--- src/rtl/alu_op_decoder.sv ---
// alu_op_decoder: registered decoder from a 32-bit instruction word to an
// instruction kind and the integer ALU control word.
// Subtraction is ADD with a negated rhs; OR is NOT(NOT a AND NOT b).
// The decode is combinational and is registered once, so outputs have a
// latency of one cycle.
module alu_op_decoder (
    input  logic        clk,
    input  logic        rst_n,
    input  logic        instr_valid,
    input  logic [31:0] instruction,
    output logic [1:0]  kind,
    output logic [16:0] control,
    output logic        ctrl_valid
);

    // Instruction kinds
    localparam logic [1:0] KIND_NONE    = 2'd0;
    localparam logic [1:0] KIND_RRR     = 2'd1;
    localparam logic [1:0] KIND_RRI     = 2'd2;
    localparam logic [1:0] KIND_INVALID = 2'd3;

    // Core ALU operations
    localparam logic [3:0] CORE_OP_ADD = 4'd0;
    localparam logic [3:0] CORE_OP_AND = 4'd1;
    localparam logic [3:0] CORE_OP_XOR = 4'd2;
    localparam logic [3:0] CORE_OP_SHL = 4'd3;
    localparam logic [3:0] CORE_OP_SHR = 4'd4;
    localparam logic [3:0] CORE_OP_ASL = 4'd5;
    localparam logic [3:0] CORE_OP_ASR = 4'd6;
    localparam logic [3:0] CORE_OP_ROL = 4'd7;
    localparam logic [3:0] CORE_OP_ROR = 4'd8;

    // Unary pre/post operations
    localparam logic [1:0] UNARY_OP_ID  = 2'd0;
    localparam logic [1:0] UNARY_OP_NEG = 2'd1;
    localparam logic [1:0] UNARY_OP_NOT = 2'd2;

    // Shifter kinds
    localparam logic [1:0] SHIFT_SHL = 2'd0;

    // Function codes; 11..15 are reserved
    localparam logic [3:0] FUNC_ADD = 4'd0;
    localparam logic [3:0] FUNC_SUB = 4'd1;
    localparam logic [3:0] FUNC_AND = 4'd2;
    localparam logic [3:0] FUNC_OR  = 4'd3;
    localparam logic [3:0] FUNC_XOR = 4'd4;
    localparam logic [3:0] FUNC_SHL = 4'd5;
    localparam logic [3:0] FUNC_SHR = 4'd6;
    localparam logic [3:0] FUNC_ASL = 4'd7;
    localparam logic [3:0] FUNC_ASR = 4'd8;
    localparam logic [3:0] FUNC_ROL = 4'd9;
    localparam logic [3:0] FUNC_ROR = 4'd10;

    // Pack the control word fields in their fixed bit order.
    function automatic logic [16:0] pack_control(
        input logic [3:0] core_op,
        input logic [1:0] lhs_op,
        input logic [1:0] rhs_op,
        input logic [1:0] shift_kind,
        input logic [4:0] shift_amt,
        input logic [1:0] out_op
    );
        pack_control = {core_op, lhs_op, rhs_op, shift_kind, shift_amt, out_op};
    endfunction

    logic [1:0]  format_s;
    logic [3:0]  func_s;
    logic [1:0]  rrr_shift_kind_s;
    logic [4:0]  rrr_shift_amt_s;
    logic [3:0]  core_op_s;
    logic [1:0]  lhs_op_s;
    logic [1:0]  rhs_op_s;
    logic [1:0]  out_op_s;
    logic [1:0]  shift_kind_s;
    logic [4:0]  shift_amt_s;
    logic [1:0]  kind_s;
    logic [16:0] control_s;
    logic        ctrl_valid_s;

    logic [1:0]  kind_r;
    logic [16:0] control_r;
    logic        ctrl_valid_r;

    assign format_s         = instruction[31:30];
    assign func_s           = instruction[29:26];
    assign rrr_shift_kind_s = instruction[10:9];
    assign rrr_shift_amt_s  = instruction[8:4];

    // Map the function code to core op and unary pre/post ops.
    always_comb begin
        core_op_s = CORE_OP_ADD;
        lhs_op_s  = UNARY_OP_ID;
        rhs_op_s  = UNARY_OP_ID;
        out_op_s  = UNARY_OP_ID;
        case (func_s)
            FUNC_ADD: core_op_s = CORE_OP_ADD;
            FUNC_SUB: begin
                core_op_s = CORE_OP_ADD;
                rhs_op_s  = UNARY_OP_NEG;
            end
            FUNC_AND: core_op_s = CORE_OP_AND;
            FUNC_OR: begin
                core_op_s = CORE_OP_AND;
                lhs_op_s  = UNARY_OP_NOT;
                rhs_op_s  = UNARY_OP_NOT;
                out_op_s  = UNARY_OP_NOT;
            end
            FUNC_XOR: core_op_s = CORE_OP_XOR;
            FUNC_SHL: core_op_s = CORE_OP_SHL;
            FUNC_SHR: core_op_s = CORE_OP_SHR;
            FUNC_ASL: core_op_s = CORE_OP_ASL;
            FUNC_ASR: core_op_s = CORE_OP_ASR;
            FUNC_ROL: core_op_s = CORE_OP_ROL;
            FUNC_ROR: core_op_s = CORE_OP_ROR;
            default:  core_op_s = CORE_OP_ADD;
        endcase
    end

    // Only register-register forms carry a shifter spec; immediates get none.
    always_comb begin
        shift_kind_s = SHIFT_SHL;
        shift_amt_s  = 5'd0;
        if (format_s == 2'b00) begin
            shift_kind_s = rrr_shift_kind_s;
            shift_amt_s  = rrr_shift_amt_s;
        end else begin
            shift_kind_s = SHIFT_SHL;
            shift_amt_s  = 5'd0;
        end
    end

    // Classify the word; non-ALU kinds and idle cycles yield the default word.
    always_comb begin
        kind_s       = KIND_NONE;
        control_s    = 17'd0;
        ctrl_valid_s = 1'b0;
        if (!instr_valid) begin
            kind_s = KIND_NONE;
        end else if (format_s[1]) begin
            kind_s = KIND_NONE;
        end else if (func_s > FUNC_ROR) begin
            kind_s = KIND_INVALID;
        end else begin
            kind_s       = format_s[0] ? KIND_RRI : KIND_RRR;
            control_s    = pack_control(core_op_s, lhs_op_s, rhs_op_s,
                                        shift_kind_s, shift_amt_s, out_op_s);
            ctrl_valid_s = 1'b1;
        end
    end

    // Output register; reset clears the in-flight decode immediately.
    always_ff @(posedge clk or negedge rst_n) begin
        if (!rst_n) begin
            kind_r       <= KIND_NONE;
            control_r    <= 17'd0;
            ctrl_valid_r <= 1'b0;
        end else begin
            kind_r       <= kind_s;
            control_r    <= control_s;
            ctrl_valid_r <= ctrl_valid_s;
        end
    end

    assign kind       = kind_r;
    assign control    = control_r;
    assign ctrl_valid = ctrl_valid_r;

endmodule

--- config.mk ---
export PLATFORM = sky130hd
export DESIGN_NAME = alu_op_decoder
export DESIGN_NICKNAME = d
export VERILOG_FILES = /design/src/rtl/alu_op_decoder.sv
export SDC_FILE = /design/constraint.sdc
export NUM_CORES = 1
export LEC_CHECK = 0
export BUFFER_PORTS_ARGS = -buffer_cell sky130_fd_sc_hd__buf_2
export CAP_MARGIN = 0
export CORE_ASPECT_RATIO = 1.1
export CORE_MARGIN = 3
export CORE_UTILIZATION = 39
export DETAILED_ROUTE_END_ITERATION = 10
export PLACE_DENSITY = 0.77
export SYNTH_ARGS = -nofsm -noshare
export SYNTH_HDL_FRONTEND = slang
export SYNTH_SLANG_ARGS = --single-unit
--- constraint.sdc ---
create_clock -name clk -period 0.8 [get_ports clk]
set_clock_uncertainty 0.05 [all_clocks]
set_input_delay 0.16 -clock clk [delete_from_list [all_inputs] [get_ports clk]]
set_output_delay 0.16 -clock clk [all_outputs]
set_load 0.1 [all_outputs]
==> results by group, run 1 <==
Yosys
  • Avg Cell Area, Syn: 12.3 um2
  • Distinct cells, synth: 27
  • Post-synth EDFFs: 0
  • Synthesized instance count: 64
  • Mapped cell area: 785 um2
  • Ys async rst share: 1.00
  • YS warnings: 0
  • Top_reg_cell synth: dfrtp_1
  • Post-synthesis sequential area ratio: 0.510
  • Seq cells post-synth: 16

Route
  • ANT nets after route: 0
  • Via-to-Cell Ratio: 4.80
  • Vias after detailed routing: 633
  • Final wirelength: 1870 um
  • Avg WL per Cell: 14.2 um
  • DRC viols: 0
  • TritonRoute pass-1 iters: 3
  • Initial DRC count: 1

Clocking
  • Clk buf depth: 2
  • CTS tree: yes
  • Post-CTS Resized: 0
  • Total clock buffers created by CTS: 3
  • CTS Root Cell: clkbuf_4
  • Clk slew on worst S/H paths: 0.09 ns
  • H-Tree Depth: 1
  • Setup Fix Bufs, Post-CTS: 0
  • CTS sink cnt: 16

Global routing
  • Vias in the first global route: 637
  • First-pass GRT wire length: 3060 um
  • Largest net degree at the start of global routing: 17
  • Initial antenna violation count: 0
  • Grt total ovfl: 0
  • GRT Overall Usage: 0.158

STA
  • Crit share post-route: 1.51
  • Final Critical Period: 1.21 ns
  • Slew Limit Fails: 0
  • RSZ-0062 raised after global routing: true
  • Sum Neg Setup Slack: -6.63 ns
  • Endpoints failing setup: 18
  • Fin worst setup slack: -0.409 ns
  • Max Freq: 0.827 GHz
  • Hold Vio Cnt, Final: 0

Die
  • Std-Cell Rows: 16
  • Core ar.: 1840 um2
  • Die width: 48.8 um
  • Die area: 2590 um2
  • Starting density of the core: 0.426
  • I/O pin cnt: 55
  • Die height: 53.0 um

Setup path
  • CP Launch Type: flop
  • CP max stage delay: 0.53 ns
  • Critical path endpoint category: primary output
  • Crit Path Class: reg -> out
  • Slowest-stage cell, CP: dfrtp_4
  • CP arrival: 1.00 ns
  • Highest net fanout along the worst path: 3
  • Buf/Inv on CP: 1
  • Cell Chain, Critical Path: buf_12
  • Crit path required time: 0.59 ns
  • CP delay by family, top: flip-flops

Place
  • Routability cong.: 0.756
  • Dpl hpwl: 1480 um
  • PortBufs: 33
  • DP Cell Count: 127
  • Dpl cell area: 1450 um2

Power
  • Peak supply drop: 1170 uV
  • PD cells: 1340 nW/um2
  • Leak: 0.596 nW
  • Tot Pwr: 2.01 mW

Finish
  • Most common cell after layout, fill and taps aside: buf_12
  • Final Instance Area: 1500 um2
  • P&R area growth vs syn: 90.8%
  • Ant. Diodes: 0
  • NumNets Final: 141
  • Most frequent cells in the layout: buf_12, dfrtp_4, buf_2
  • Fraction of layout cells with a size suffix above 1: 0.733
  • Finished Layout Cells: 132
  • Final core occ: 0.813

Outcome
  • Failing checks: negative setup slack
  • Outcome: finished with violations

Flow run
  • Max cap viols: 0

Worst hold path
  • Hold Path Class: in -> reg
## routing by layer
layer,vias to the layer above,global-route usage,wire [um]
li1,302,-,-
met1,303,0.182,707
met2,24,0.287,1020
met3,4,0.0282,115
met4,0,0.0711,30
met5,-,0,0
## repair_timing
| item | in CTS | in global routing |
|---|---|---|
| hold buffers | 1 | 0 |
| hold endpoints to repair | 16 | 0 |
| endpoints found under the setup margin | 18 | 18 |
## synth_stat cells, types with 2 or more instances
library cell  count  area share
a2111oi_2         7        0.13
nor3_1            2       0.013
buf_4             5       0.048
buf_6             2       0.029
dfrtp_1          16        0.51
buf_2             2       0.013
inv_1             7       0.033
nor2_1            3       0.014
a21oi_1           2       0.013
## final cells by class
class | instances | area (um2)
multi-input cells | 32 | 383
repair buffers | 45 | 553
fillers | 104 | 345
inverters | 8 | 30.0
well taps | 27 | 33.8
flip-flops and latches | 16 | 460
clock buffers | 4 | 36.3
## power by group
| part | switching [mW] | total (mW) | internal, mW | leakage [nW] |
|---|---|---|---|---|
| Sequential | 0.0196 | 0.862 | 0.843 | 0.189 |
| Combinational | 0.390 | 0.613 | 0.223 | 0.386 |
| Clock | 0.259 | 0.536 | 0.277 | 0.0210 |
## worst paths after layout
path,startpoint,to,slack (ns),cells past startpoint
max in group asynchronous,rst_n,control[6],0.15,2
min,instruction[5],control[3],0.07,3
min in group asynchronous,rst_n,control[13],0.26,2
max,control[12],control[10],-0.41,1
## kinds of logic after synthesis
logic type,synth area share
other cells,0.00478
compound gates,0.206
simple gates,0.128
xor+xnor,0.0112
mux,0.0128
flops,0.510
buf+inv,0.128
## state kept, by name, indices dropped and copies added, names as in the netlist
signal / flops
control: 13
ctrl_valid: 1
kind: 2
## per-stage QoR
stage	setup slack, ns	hold WS (ns)
after floorplan	-0.254	-0.186
after global placement	-0.220	0.0258
after detailed placement	-0.286	0.0403
after CTS	-0.419	0.0682
after global routing	-0.443	0.0677
final	-0.409	0.0726
(Power assumes the default switching activity.)
==> run 2: changes to the inputs <==
--- a/config.mk
+++ b/config.mk
@@ -5,11 +5,12 @@
 export SDC_FILE = /design/constraint.sdc
 export NUM_CORES = 1
 export LEC_CHECK = 0
+export ABC_AREA = 1
 export BUFFER_PORTS_ARGS = -buffer_cell sky130_fd_sc_hd__buf_2
 export CAP_MARGIN = 0
 export CORE_ASPECT_RATIO = 1.1
 export CORE_MARGIN = 3
-export CORE_UTILIZATION = 39
+export CORE_UTILIZATION = 37
 export DETAILED_ROUTE_END_ITERATION = 10
 export PLACE_DENSITY = 0.77
 export SYNTH_ARGS = -nofsm -noshare
==> run 2 against run 1 <==
  * The run still ends with negative setup slack left
  * Setup slack improved by 0.0021 ns
  * Die area fell by 7.3%
  * Utilization fell by 6.5 points
  * Critical path depth did not move
  * Largest power group unchanged
==> results by group, run 2 <==
Power
  • Leak: 0.559 nW (was 0.596 nW)
  • PD cells: 1520 nW/um2 (was 1340 nW/um2)
  • Tot Pwr: 1.88 mW (was 2.01 mW)
  • Peak supply drop: 878 uV (was 1170 uV)

Setup path
  • CP Depth: 1 (unchanged)
  • Slowest-stage cell, CP: dfrtp_4 (unchanged)
  • CP delay by family, top: flip-flops (unchanged)
  • Cell Chain, Critical Path: buf_12 (unchanged)
  • CP max stage delay: 0.53 ns (about the same)
  • Critical path endpoint category: primary output (unchanged)
  • Crit path required time: 0.59 ns (about the same)
  • CP Launch Type: flop (unchanged)
  • CP arrival: 1.00 ns (about the same)
  • Crit Path Class: reg -> out (unchanged)
  • Buf/Inv on CP: 1 (unchanged)
  • Highest net fanout along the worst path: 3 (unchanged)

Route
  • DRC viols: 0 (unchanged)
  • Avg WL per Cell: 12.2 um (was 14.2 um)
  • Initial DRC count: 1 (unchanged)
  • Final wirelength: 1460 um (was 1870 um)
  • TritonRoute pass-1 iters: 2 (was 3)
  • Vias after detailed routing: 565 (was 633)
  • Via-to-Cell Ratio: 4.71 (was 4.80)
  • ANT nets after route: 0 (unchanged)

Yosys
  • Post-synthesis sequential area ratio: 0.586 (was 0.510)
  • Distinct cells, synth: 18 (was 27)
  • Fraction of synthesized cell area in xor and xnor cells: 0 (was 0.0112)
  • Mapped cell area: 683 um2 (was 785 um2)
  • Avg Cell Area, Syn: 10.4 um2 (was 12.3 um2)
  • Ys async rst share: 1.00 (unchanged)
  • Fraction of the mapped netlist area in adder cells: 0 (unchanged)
  • Post-synthesis compound-gate area fraction: 0.0403 (was 0.206)
  • YS warnings: 0 (unchanged)
  • Ranking of synthesized cells by instance count: dfrtp_1, nand2_1, nor2_2 (was dfrtp_1, a2111oi_2, inv_1)
  • Main combinational cell family by area after synthesis: simple AND/OR/NAND/NOR gates (was compound AO/OA/AOI/OAI gates)
  • Top post-synthesis cells by area: dfrtp_1, nand2_1, nor2_2 (was dfrtp_1, a2111oi_2, buf_4)
  • Post-synth EDFFs: 0 (unchanged)
  • Share of the synthesized area in the top cell type: 0.586 (was 0.510)
  • Synthesized instance count: 66 (was 64)
  • Mux cell area share after synthesis: 0 (was 0.0128)
  • Most frequent cell after synthesis: dfrtp_1 (unchanged)
  • Post-synth top area cell: dfrtp_1 (unchanged)
  • Seq cells post-synth: 16 (unchanged)
  • Top_reg_cell synth: dfrtp_1 (unchanged)
  • Simple-gate share of the synthesized area: 0.286 (was 0.128)

Global routing
  • Vias in the first global route: 573 (was 637)
  • Initial antenna violation count: 0 (unchanged)
  • GRT Overall Usage: 0.147 (was 0.158)
  • Largest net degree at the start of global routing: 17 (unchanged)
  • First-pass GRT wire length: 2470 um (was 3060 um)
  • Grt total ovfl: 0 (unchanged)

Finish
  • Multi-input gate area: 230 um2 (was 383 um2)
  • Most common cell after layout, fill and taps aside: buf_12 (unchanged)
  • Fillers: 115 (was 104)
  • Max FFs per register: 13 (unchanged)
  • Ant. Diodes: 0 (unchanged)
  • Most frequent cells in the layout: buf_12, dfrtp_4, buf_2 (unchanged)
  • Sequential cell area: 460 um2 (unchanged)
  • Fraction of layout cells with a size suffix above 1: 0.689 (was 0.733)
  • P&R area growth vs syn: 80.8% (was 90.8%)
  • NumNets Final: 139 (was 141)

Clocking
  • CTS tree: yes (unchanged)
  • CTS Root Cell: clkbuf_4 (unchanged)
  • Total clock buffers created by CTS: 3 (unchanged)
  • Clk buf depth: 2 (unchanged)
  • CTS sink cnt: 16 (unchanged)
  • H-Tree Depth: 1 (unchanged)
  • Setup Fix Bufs, Post-CTS: 0 (unchanged)
  • Clk slew on worst S/H paths: 0.09 ns (about the same)

Place
  • PortBufs: 33 (unchanged)
  • Routability cong.: 0.651 (was 0.756)
  • Dpl hpwl: 1180 um (was 1480 um)

Die
  • Std-Cell Rows: 15 (was 16)
  • I/O pin cnt: 55 (unchanged)
  • Core ar.: 1650 um2 (was 1840 um2)
  • Die height: 51.1 um (was 53.0 um)
  • Starting density of the core: 0.414 (was 0.426)
  • Die width: 47.0 um (was 48.8 um)
  • Die area: 2400 um2 (was 2590 um2)

STA
  • Fin worst setup slack: -0.407 ns (was -0.409 ns)
  • Slew Limit Fails: 0 (unchanged)
  • Worst hold slack: 0.0442 ns (was 0.0726 ns)
  • Final Critical Period: 1.21 ns (about the same)
  • RSZ-0062 raised after global routing: true (unchanged)
  • Max Freq: 0.829 GHz (was 0.827 GHz)
  • Endpoints failing setup: 18 (unchanged)
  • Hold Vio Cnt, Final: 0 (unchanged)
  • Crit share post-route: 1.51 (about the same)

Worst hold path
  • Hold Path Class: in -> reg (unchanged)
  • WHS Path Cells: 3 (unchanged)

Outcome
  • Failing checks: negative setup slack (unchanged)
  • Outcome: finished with violations (unchanged)

Flow run
  • Max cap viols: 0 (unchanged)
[run 2: changes by cell type after synthesis, sizes merged, moves of 2 or more]
cell	change
a2111oi	-7
nand2	+15
nand2b	-2
nor2	+8
buf	-5
o21ai	+3
nand3	+2
[run 2: worst min-delay path, stage by stage]
cell     delay (ns)
buf_2          0.09
o21ai_1        0.06
inv_1          0.04
[run 2: worst paths after layout]
kind,startpoint,end,slack (ns)
min in group asynchronous,rst_n,control[13],0.27
max in group asynchronous,rst_n,control[2],0.13
min,instruction[30],kind[1],0.04
max,control[12],control[12],-0.41
[run 2: layout make-up]
class,instances,area share
sequential,16,0.373
timing repair buffer,36,0.373
tap,17,0.0172
clock buffer,4,0.0294
inverter,7,0.0213
multi-input combinational,40,0.186
[run 2: cell families after synthesis]
kind of cell	count (synthesis)
compound gates	5
buf+inv	11
flops	16
other cells	1
simple gates	33
[run 2: power breakdown]
group	internal [mW]	leakage [nW]	switching, mW
combinational	0.158	0.348	0.332
sequential	0.844	0.189	0.0199
clock	0.277	0.0210	0.252
total	1.28	0.559	0.603
[run 2: per-layer routing]
layer / up-vias / GRT usage / share of wire
met5: - / 0 / 0
met4: 0 / 0.0691 / 0.019
met3: 4 / 0.0211 / 0.048
met2: 18 / 0.262 / 0.60
met1: 274 / 0.161 / 0.33
li1: 269 / - / -
[run 2: repair_timing]
action / in CTS / in global routing
hold buffers: 1 / 0
setup endpoints to repair: 18 / 18
gates cloned: 0 / 0
endpoints found under the hold margin: 16 / 0
gates resized for setup: 0 / 0
[run 2: through the flow]
step           area (um2)  std cells  setup slack [ns]  utilization  TNS, ns
6_report             1230        120            -0.407        0.748    -6.56
5_1_grt              1230        120            -0.444        0.748    -7.09
4_1_cts              1230        120            -0.417        0.748    -6.74
3_5_place_dp         1190        115           -0.0929        0.720    -1.53
3_3_place_gp         1190        115           -0.0869        0.720    -1.21
2_1_floorplan         772         67            -0.254            -   -0.571
